$ cat src/rtl/int_seq_if.sv
// Port bundle between the interrupt entry sequencer and the surrounding core/controller.
// The optional rfi restore signals exist only when INT_SEQ_RFI_EN is defined.
`ifndef INTOp_WIDTH
`define INTOp_WIDTH 2
`define INTOp_NONE  2'd0
`define INTOp_TRAP  2'd1
`define INTOp_SC    2'd2
`define INTOp_EXT   2'd3
`endif

interface int_seq_if #(
  parameter int PC_WIDTH  = 32,
  parameter int SPR_WIDTH = 32
);
  logic                    int_req;
  logic [`INTOp_WIDTH-1:0] int_op;
  logic                    instr_valid;
  logic [PC_WIDTH-1:0]     pc_cur;
  logic [PC_WIDTH-1:0]     pc_nxt;
  logic [PC_WIDTH-1:0]     int_addr;
  logic [SPR_WIDTH-1:0]    msr;
  logic                    pipe_empty;
  logic                    flush;
  logic                    stall;
  logic                    busy;
  logic                    srr0_we;
  logic [PC_WIDTH-1:0]     srr0_wd;
  logic                    srr1_we;
  logic [SPR_WIDTH-1:0]    srr1_wd;
  logic                    msr_we;
  logic [SPR_WIDTH-1:0]    msr_wd;
  logic                    npc_we;
  logic [PC_WIDTH-1:0]     npc;
  logic                    int_ack;
`ifdef INT_SEQ_RFI_EN
  logic                    rfi;
  logic [PC_WIDTH-1:0]     srr0_q;
  logic [SPR_WIDTH-1:0]    srr1_q;
`endif

  // Core/controller side: drives causes and pipeline status, consumes redirects.
  modport master (
    output int_req, int_op, instr_valid, pc_cur, pc_nxt, int_addr, msr, pipe_empty,
`ifdef INT_SEQ_RFI_EN
    output rfi, srr0_q, srr1_q,
`endif
    input  flush, stall, busy, srr0_we, srr0_wd, srr1_we, srr1_wd,
    input  msr_we, msr_wd, npc_we, npc, int_ack
  );

  // Sequencer side.
  modport slave (
    input  int_req, int_op, instr_valid, pc_cur, pc_nxt, int_addr, msr, pipe_empty,
`ifdef INT_SEQ_RFI_EN
    input  rfi, srr0_q, srr1_q,
`endif
    output flush, stall, busy, srr0_we, srr0_wd, srr1_we, srr1_wd,
    output msr_we, msr_wd, npc_we, npc, int_ack
  );
endinterface

$ cat src/rtl/int_seq.sv
// Interrupt entry sequencer: drain the pipe, save SRR0/SRR1, clear MSR[EE], redirect to the vector.
// Optional macro INT_SEQ_RFI_EN adds a one-cycle return-from-interrupt restore state.
module int_seq #(
  parameter int PC_WIDTH  = 32,
  parameter int SPR_WIDTH = 32,
  parameter int EE_BIT    = 16
) (
  input logic     clk,
  input logic     rst,
  int_seq_if.slave bus
);

  // EE_BIT is big-endian numbered; convert to a little-endian vector index.
  localparam int EE_IDX = SPR_WIDTH - 1 - EE_BIT;

  typedef enum logic [2:0] {
    S_IDLE,
    S_DRAIN,
    S_SAVE,
    S_VECTOR
`ifdef INT_SEQ_RFI_EN
    , S_RFI
`endif
  } state_t;

  state_t               state_q, state_d;
  logic [PC_WIDTH-1:0]  ret_addr_q, ret_addr_d;
  logic [SPR_WIDTH-1:0] saved_msr_q, saved_msr_d;
  logic                 is_async_q, is_async_d;
  logic                 first_q, first_d;

  logic                 sync_evt;
  logic                 async_evt;

  logic                 flush, stall, busy;
  logic                 srr0_we, srr1_we, msr_we, npc_we, int_ack;
  logic [PC_WIDTH-1:0]  srr0_wd, npc;
  logic [SPR_WIDTH-1:0] srr1_wd, msr_wd;

  function automatic logic [SPR_WIDTH-1:0] clr_ee(input logic [SPR_WIDTH-1:0] v);
    logic [SPR_WIDTH-1:0] r;
    r         = v;
    r[EE_IDX] = 1'b0;
    return r;
  endfunction

  assign sync_evt  = bus.instr_valid &&
                     ((bus.int_op == `INTOp_TRAP) || (bus.int_op == `INTOp_SC) ||
                      (bus.int_op == `INTOp_EXT));
  assign async_evt = bus.int_req && bus.msr[EE_IDX];

  always_ff @(posedge clk or posedge rst) begin
    if (rst) begin
      state_q     <= S_IDLE;
      ret_addr_q  <= '0;
      saved_msr_q <= '0;
      is_async_q  <= 1'b0;
      first_q     <= 1'b0;
    end else begin
      state_q     <= state_d;
      ret_addr_q  <= ret_addr_d;
      saved_msr_q <= saved_msr_d;
      is_async_q  <= is_async_d;
      first_q     <= first_d;
    end
  end

  always_comb begin
    state_d     = state_q;
    ret_addr_d  = ret_addr_q;
    saved_msr_d = saved_msr_q;
    is_async_d  = is_async_q;
    first_d     = 1'b0;
    case (state_q)
      S_IDLE: begin
`ifdef INT_SEQ_RFI_EN
        if (bus.instr_valid && bus.rfi) begin
          state_d = S_RFI;
        end else
`endif
        // Sync causes win; a coincident async request stays latched upstream.
        if (sync_evt) begin
          ret_addr_d  = (bus.int_op == `INTOp_TRAP) ? bus.pc_cur : bus.pc_cur + PC_WIDTH'(4);
          saved_msr_d = bus.msr;
          is_async_d  = 1'b0;
          first_d     = 1'b1;
          state_d     = S_DRAIN;
        end else if (async_evt) begin
          ret_addr_d  = bus.pc_nxt;
          saved_msr_d = bus.msr;
          is_async_d  = 1'b1;
          first_d     = 1'b1;
          state_d     = S_DRAIN;
        end
      end
      S_DRAIN:  if (bus.pipe_empty) state_d = S_SAVE;
      S_SAVE:   state_d = S_VECTOR;
      S_VECTOR: state_d = S_IDLE;
`ifdef INT_SEQ_RFI_EN
      S_RFI:    state_d = S_IDLE;
`endif
      default:  state_d = S_IDLE;
    endcase
  end

  always_comb begin
    flush   = 1'b0;
    stall   = 1'b0;
    busy    = (state_q != S_IDLE);
    srr0_we = 1'b0;
    srr0_wd = '0;
    srr1_we = 1'b0;
    srr1_wd = '0;
    msr_we  = 1'b0;
    msr_wd  = '0;
    npc_we  = 1'b0;
    npc     = '0;
    int_ack = 1'b0;
    case (state_q)
      S_DRAIN: begin
        flush = first_q;
        stall = 1'b1;
      end
      S_SAVE: begin
        stall   = 1'b1;
        srr0_we = 1'b1;
        srr0_wd = ret_addr_q;
        srr1_we = 1'b1;
        srr1_wd = saved_msr_q;
        msr_we  = 1'b1;
        msr_wd  = clr_ee(saved_msr_q);
      end
      S_VECTOR: begin
        stall   = 1'b1;
        npc_we  = 1'b1;
        npc     = bus.int_addr;
        int_ack = is_async_q;
      end
`ifdef INT_SEQ_RFI_EN
      S_RFI: begin
        flush  = 1'b1;
        stall  = 1'b1;
        msr_we = 1'b1;
        msr_wd = bus.srr1_q;
        npc_we = 1'b1;
        npc    = bus.srr0_q;
      end
`endif
      default: ;
    endcase
  end

  assign bus.flush   = flush;
  assign bus.stall   = stall;
  assign bus.busy    = busy;
  assign bus.srr0_we = srr0_we;
  assign bus.srr0_wd = srr0_wd;
  assign bus.srr1_we = srr1_we;
  assign bus.srr1_wd = srr1_wd;
  assign bus.msr_we  = msr_we;
  assign bus.msr_wd  = msr_wd;
  assign bus.npc_we  = npc_we;
  assign bus.npc     = npc;
  assign bus.int_ack = int_ack;

endmodule

$ cat src/flat_wrapper.sv
// flat-port wrapper written by rule: the top's interface ports become plain ports
module int_seq_flat 
#(
  parameter int PC_WIDTH  = 32,
  parameter int SPR_WIDTH = 32,
  parameter int EE_BIT    = 16
)
  (clk, rst, bus_int_req, bus_int_op, bus_instr_valid, bus_pc_cur, bus_pc_nxt, bus_int_addr, bus_msr, bus_pipe_empty, bus_flush, bus_stall, bus_busy, bus_srr0_we, bus_srr0_wd, bus_srr1_we, bus_srr1_wd, bus_msr_we, bus_msr_wd, bus_npc_we, bus_npc, bus_int_ack);
  int_seq_if #(.PC_WIDTH(PC_WIDTH), .SPR_WIDTH(SPR_WIDTH)) bus_i ();
  input logic clk;
  input logic rst;
  input wire logic [$bits(bus_i.int_req)-1:0] bus_int_req;
  input wire logic [$bits(bus_i.int_op)-1:0] bus_int_op;
  input wire logic [$bits(bus_i.instr_valid)-1:0] bus_instr_valid;
  input wire logic [$bits(bus_i.pc_cur)-1:0] bus_pc_cur;
  input wire logic [$bits(bus_i.pc_nxt)-1:0] bus_pc_nxt;
  input wire logic [$bits(bus_i.int_addr)-1:0] bus_int_addr;
  input wire logic [$bits(bus_i.msr)-1:0] bus_msr;
  input wire logic [$bits(bus_i.pipe_empty)-1:0] bus_pipe_empty;
  output wire logic [$bits(bus_i.flush)-1:0] bus_flush;
  output wire logic [$bits(bus_i.stall)-1:0] bus_stall;
  output wire logic [$bits(bus_i.busy)-1:0] bus_busy;
  output wire logic [$bits(bus_i.srr0_we)-1:0] bus_srr0_we;
  output wire logic [$bits(bus_i.srr0_wd)-1:0] bus_srr0_wd;
  output wire logic [$bits(bus_i.srr1_we)-1:0] bus_srr1_we;
  output wire logic [$bits(bus_i.srr1_wd)-1:0] bus_srr1_wd;
  output wire logic [$bits(bus_i.msr_we)-1:0] bus_msr_we;
  output wire logic [$bits(bus_i.msr_wd)-1:0] bus_msr_wd;
  output wire logic [$bits(bus_i.npc_we)-1:0] bus_npc_we;
  output wire logic [$bits(bus_i.npc)-1:0] bus_npc;
  output wire logic [$bits(bus_i.int_ack)-1:0] bus_int_ack;
  assign bus_i.int_req = bus_int_req;
  assign bus_i.int_op = bus_int_op;
  assign bus_i.instr_valid = bus_instr_valid;
  assign bus_i.pc_cur = bus_pc_cur;
  assign bus_i.pc_nxt = bus_pc_nxt;
  assign bus_i.int_addr = bus_int_addr;
  assign bus_i.msr = bus_msr;
  assign bus_i.pipe_empty = bus_pipe_empty;
  assign bus_flush = bus_i.flush;
  assign bus_stall = bus_i.stall;
  assign bus_busy = bus_i.busy;
  assign bus_srr0_we = bus_i.srr0_we;
  assign bus_srr0_wd = bus_i.srr0_wd;
  assign bus_srr1_we = bus_i.srr1_we;
  assign bus_srr1_wd = bus_i.srr1_wd;
  assign bus_msr_we = bus_i.msr_we;
  assign bus_msr_wd = bus_i.msr_wd;
  assign bus_npc_we = bus_i.npc_we;
  assign bus_npc = bus_i.npc;
  assign bus_int_ack = bus_i.int_ack;
  int_seq #(.PC_WIDTH(PC_WIDTH), .SPR_WIDTH(SPR_WIDTH), .EE_BIT(EE_BIT)) u_core (.clk(clk), .rst(rst), .bus(bus_i));
endmodule
$ cat config.mk
export PLATFORM = sky130hd
export DESIGN_NAME = int_seq_flat
export DESIGN_NICKNAME = d
export VERILOG_FILES = /design/src/rtl/int_seq_if.sv /design/src/rtl/int_seq.sv /design/src/flat_wrapper.sv
export SDC_FILE = /design/constraint.sdc
export NUM_CORES = 1
export LEC_CHECK = 0
export BUFFER_PORTS_ARGS = -buffer_cell sky130_fd_sc_hd__buf_2
export CELL_PAD_IN_SITES_DETAIL_PLACEMENT = 0
export CELL_PAD_IN_SITES_GLOBAL_PLACEMENT = 1
export CORE_ASPECT_RATIO = 1.4
export CORE_MARGIN = 4
export CORE_UTILIZATION = 32
export CTS_CLUSTER_DIAMETER = 50
export DETAILED_ROUTE_END_ITERATION = 8
export PLACE_DENSITY = 0.92
export SKIP_LAST_GASP = 1
export SYNTH_ARGS = -nofsm -noshare
export SYNTH_HDL_FRONTEND = slang
export SYNTH_SLANG_ARGS = --single-unit
$ cat constraint.sdc
create_clock -name clk -period 5.05 [get_ports clk]
set_input_delay 1.2625 -clock clk [delete_from_list [all_inputs] [get_ports clk]]
set_output_delay 1.2625 -clock clk [all_outputs]
set_load 0.01 [all_outputs]
Yosys cells after proc, flatten, opt, wreduce, memory -nomap -nowiden. Cells that the tools add are included.

Muxes and demuxes: 23. $add $sub $neg: 1. Reductions and logical operators: 10. Equality and inequality tests: 8.

Operator list (count): 32-bit 2-to-1 mux (9); 32-bit by 3-bit adder with 32-bit output (second input constant) (1); 1-bit 2-to-1 mux (10); 3-bit 2-to-1 mux (3); 3-bit case mux with 3 select lines (1); 3-bit by 2-bit == test with 1-bit output (second input constant) (2); 2-bit == test (second input constant) (2); 2-bit AND reduction (2); 3-bit by 1-bit == test with 1-bit output (second input constant) (1); 3-bit zero test (1); 3-bit by 1-bit != test with 1-bit output (second input constant) (1); 3-bit nonzero test (1); 3-bit OR reduction (1); 2-bit by 1-bit == test with 1-bit output (second input constant) (1); 1-bit logical AND (2); 1-bit logical OR (2); 2-bit != test (second input constant) (1); 2-bit nonzero test (1).

Bits in registers: 69. Output and inout bits: 136.

Longest topological paths before layout.
Word-level depth: 6. Mapped depth: 10.

Worst setup path before layout. OpenSTA, ideal clock, no wires.

Path kind: input port to flip-flop. From: in bus_int_op[1]. To: reg u_core.ret_addr_q[29]. Data arrival time: 3.160 ns. Setup slack: 1.808 ns. Library setup time: 0.082 ns. Buffers on the path: 2. Cell stages on the path: 7. Cells stage by stage: buf_4 > nor2b_1 > or4b_1 > buf_6 > or3_4 > or4_1 > a31oi_1.

Longest elaborated chain between the ends: 6. Elaborated cells on any way between the ends: 10. Classes of those cells: eq/ne: 3; mux: 2; reduce/logical: 5.

RTL lines: start: declaration (line flat_wrapper.sv:13) `input wire logic [$bits(bus_i.int_op)-1:0] bus_int_op;`; 2-bit by 1-bit == test with 1-bit output (no line) or 2-bit == test (tied branches); 1-bit logical OR (2 in series) (line int_seq.sv:48) `` ((bus.int_op == `INTOp_TRAP) || (bus.int_op == `INTOp_SC) || ``; 1-bit logical AND (line int_seq.sv:47) `assign sync_evt = bus.instr_valid &&`; 2-bit nonzero test (no line); 2-bit AND reduction (no line); end signal: assignment (line int_seq.sv:61) `ret_addr_q <= ret_addr_d;`; end: declaration (line int_seq.sv:27) `logic [PC_WIDTH-1:0] ret_addr_q, ret_addr_d;`.

Parallel ways exist; a longest one is shown, timed or not. A chain may end at the register's enable or synchronous reset.

Worst setup path after layout.
From: reg u_core.state_q[0]. To: out bus_srr1_wd[20].

Longest elaborated chain between the ends: 2.

RTL lines: start: declaration (line int_seq.sv:26) `state_t state_q, state_d;`; start signal: assignment (line int_seq.sv:60) `state_q <= state_d;`; 3-bit by 2-bit == test with 1-bit output (line int_seq.sv:119) `case (state_q)`; 32-bit 2-to-1 mux (line int_seq.sv:119); end: declaration (line flat_wrapper.sv:26) `output wire logic [$bits(bus_i.srr1_wd)-1:0] bus_srr1_wd;`.

No other way between the ends.

==> results.toml <==
[routing]
ant_nets = 0
wl_per_cell_um = 15.97
first_pass_iters = 5
wirelength_um = 15200
via_per_inst = 4.748
drt_iter0_drc = 239
vias = 4520
drc = 0

[die]
die_area_um2 = 15670
rows = 50
die_width_um = 107.0
io_pins = 271
start_util_pct = 32.77
fp.coreArea_um2 = 13390
die_h_um = 146.5

[timing]
final_hold_viol_count = 0
worst_slew_pin_slew_ns = 1.055
rsz0062_at_grt = "false"
period_minus_slack_ns = 3.407
fmax_mhz = 293.5
maxSlewHeadroom_pct = 29.65
tns_ns = 0
slew_viol_final = 0
setup_viol = 0
setup_ws_ns = 1.643
fin_crit_sh_pct = 67.47
finClkSkew_ns = 0.004970

[job]
cap_violations = 0

[clock_tree]
cts_buffer_depth = 2
cts_setup_buffers = 0
cts_resized = 0
ctsRootBufferMaster = "clkbuf_16"
clk_pin_slew_ns = 0.06
cts.sinks = 68
clk_latency_ns = 0.32
cts_made_buffers = 9
htreeDepth = 3
postCtsHoldBufs = 0
cts_tree = "done"

[cells_and_area]
diodes = 0
fin_nets = 905
design_area_um2 = 5953
drive_gt1_share_pct = 38.70
area_growth_pct = 35.71
multiInputGateArea_um2 = 2282
ff_latch_area_um2 = 1702
num-fill-cells = 1428

[critical_path]
critPathLaunchType = "register"
r2r_cells = 9
r2r_slack_ns = 2.32
worst_setup_path_end_kind = "primary output"
r2r-end = "u_core.ret_addr_q[0]"
crit_required_ns = 3.79
arrival_ns = 2.14
path_max_fanout = 68
path_class = "reg -> out"
r2r-start = "u_core.state_q[0]"

[global_routing]
grt_max_degree = 69
grt_usage_pct = 18.59
grt_pass1_vias = 4316
grt_pass1_wl_um = 23120
grt-ovfl-total = 0
antenna_found_initial = 0

[power]
power.leakage_nw = 3.198
power.density_nw_per_um2 = 517.3
vdd_drop_max_v = 0.0002582

[min_path]
holdCritStartpoint = "u_core.saved_msr_q[29]"
hp-class = "reg -> reg"
min_path_cells = 2
min_to = "u_core.saved_msr_q[29]"

[synthesis]
synth_area_per_cell_um2 = 8.034
netlist_area_um2 = 4387
seq_area_frac_synth_pct = 38.79
synthCells = 546
ys_types = 46
synth_warnings = 0
syn_nets = 686
ys_ff_latch = 68

[place]
dpl_worst_slack_ns = 1.457
routabilityCongestion = 0.9158
portBuffers = 269
post-dp-hpwl_um = 11410
placed_cell_area_um2 = 5634

[outcome]
status = "finished, final reports clean"
-- sequential cells by signal, summed over array words and instances, names as in the netlist --
signal and count:
u_core.first_q 1, u_core.state_q 2, u_core.ret_addr_q 32, u_core.is_async_q 1, u_core.saved_msr_q 32
-- worst max path at each step --
| stage | start | slack [ns] | end | cells past startpoint |
|---|---|---|---|---|
| floorplan | bus_int_op[1] | 1.81 | u_core.ret_addr_q[29] | 7 |
| global placement | bus_int_op[0] | 1.53 | u_core.ret_addr_q[29] | 6 |
| detailed placement | bus_int_op[0] | 1.46 | u_core.ret_addr_q[29] | 6 |
| CTS | u_core.state_q[0] | 1.54 | bus_msr_wd[26] | 4 |
| global route | u_core.state_q[0] | 1.44 | bus_msr_wd[20] | 4 |
| finish | u_core.state_q[0] | 1.64 | bus_srr1_wd[20] | 4 |
-- layout by cell type (no fill, tap or decap), drive strengths merged, types with 3 or more instances in the layout --
master and count:
nand2 131, or3 3, o22ai 15, and2 98, xor2 13, nor4 8, nand3 15, dfrtp 68
buf 275, ha 5, nor3 6, xnor2 13, a32oi 11, nand4 7, o21ai 8, clkbuf 12
nor2 14, a21oi 28, a31oi 3, and4 4, inv 7
-- critical path: stages (launching register included) --
cell and delay (ns):
dfrtp_1 0.41, inv_1 0.10, ha_2 0.89, and2_1 0.27, buf_2 0.14
-- power by group --
| part | internal (mW) | switching [mW] | total, mW |
|---|---|---|---|
| clock | 0.445 | 0.229 | 0.674 |
| sequential | 0.809 | 0.130 | 0.940 |
| combinational | 0.600 | 0.865 | 1.47 |
-- per-layer routing --
metal  vias to the layer above  global-route usage (%)  wire (um)
li1                       2219                       -          -
met2                       186                   31.18       7494
met4                         0                   7.038        353
met5                         -                       0          0
met3                        27                   1.902        967
met1                      2088                   24.57       6384
-- cell families after synthesis --
group | count (synthesis) | share of synthesized area [%]
AOI/OAI and AO/OA | 75 | 10.81
xor gates and xnor gates | 26 | 5.191
adders and majority gates | 5 | 1.426
and+or+nand+nor | 296 | 34.03
other | 1 | 0.08549
buffers and inverters | 75 | 9.669
DFF | 68 | 38.79
-- cells in the mapped netlist (all sizes together) --
library cell  instances  area, um^2
nor2b                 2       12.51
and4                  4       35.03
nand2               131       491.7
nor4                  8       50.05
inv                   8       30.03
o32a                  1       10.01
o22a                  1       8.760
ha                    5       62.56
buf                  38       285.3
clkbuf               29       108.9
o211ai                1       7.510
or4b                  1       10.01
xor2                 13       113.9
nor3                  6       30.03
a22oi                 1       7.510
and2                 98       613.1
or3                   3       23.77
o22ai                15       93.84
nor3b                 1       7.510
o21a                  1       7.510
o31ai                 1       7.510
nand4                 7       50.05
o211a                 1       10.01
or2                   1       6.260
and3                  2       12.51
xnor2                13       113.9
o21ai                 8       40.03
a32oi                11       96.34
a32o                  1       10.01
nor2                 14       52.55
conb                  1       3.750
a31oi                 3       18.77
o221ai                1       8.760
nand2b                1       6.260
a21oi                28       140.1
dfrtp                68        1702
a21boi                1       7.510
nand3                15       75.07
or4                   2       16.27
-- metrics by stage --
stage / util, % / instances / hold slack, ns / power (mW)
floorplan: - / 546 / 0.4374 / 1.942
global placement: 42.08 / 936 / 0.4498 / 2.404
detailed placement: 42.08 / 936 / 0.4536 / 2.439
CTS: 44.47 / 952 / 0.4664 / 3.130
global route: 44.47 / 952 / 0.4838 / 3.326
finish: 44.47 / 952 / 0.4616 / 3.080
-- area by class of cell --
| class | instances | area share (%) |
|---|---|---|
| multi-input combinational | 403 | 38.34 |
| timing repair buffer | 275 | 23.37 |
| tap | 182 | 3.825 |
| clock inverter | 4 | 1.219 |
| inverter | 8 | 0.5254 |
| clock buffer | 12 | 4.140 |
| sequential | 68 | 28.58 |
Power figures use the tool's default switching activity.
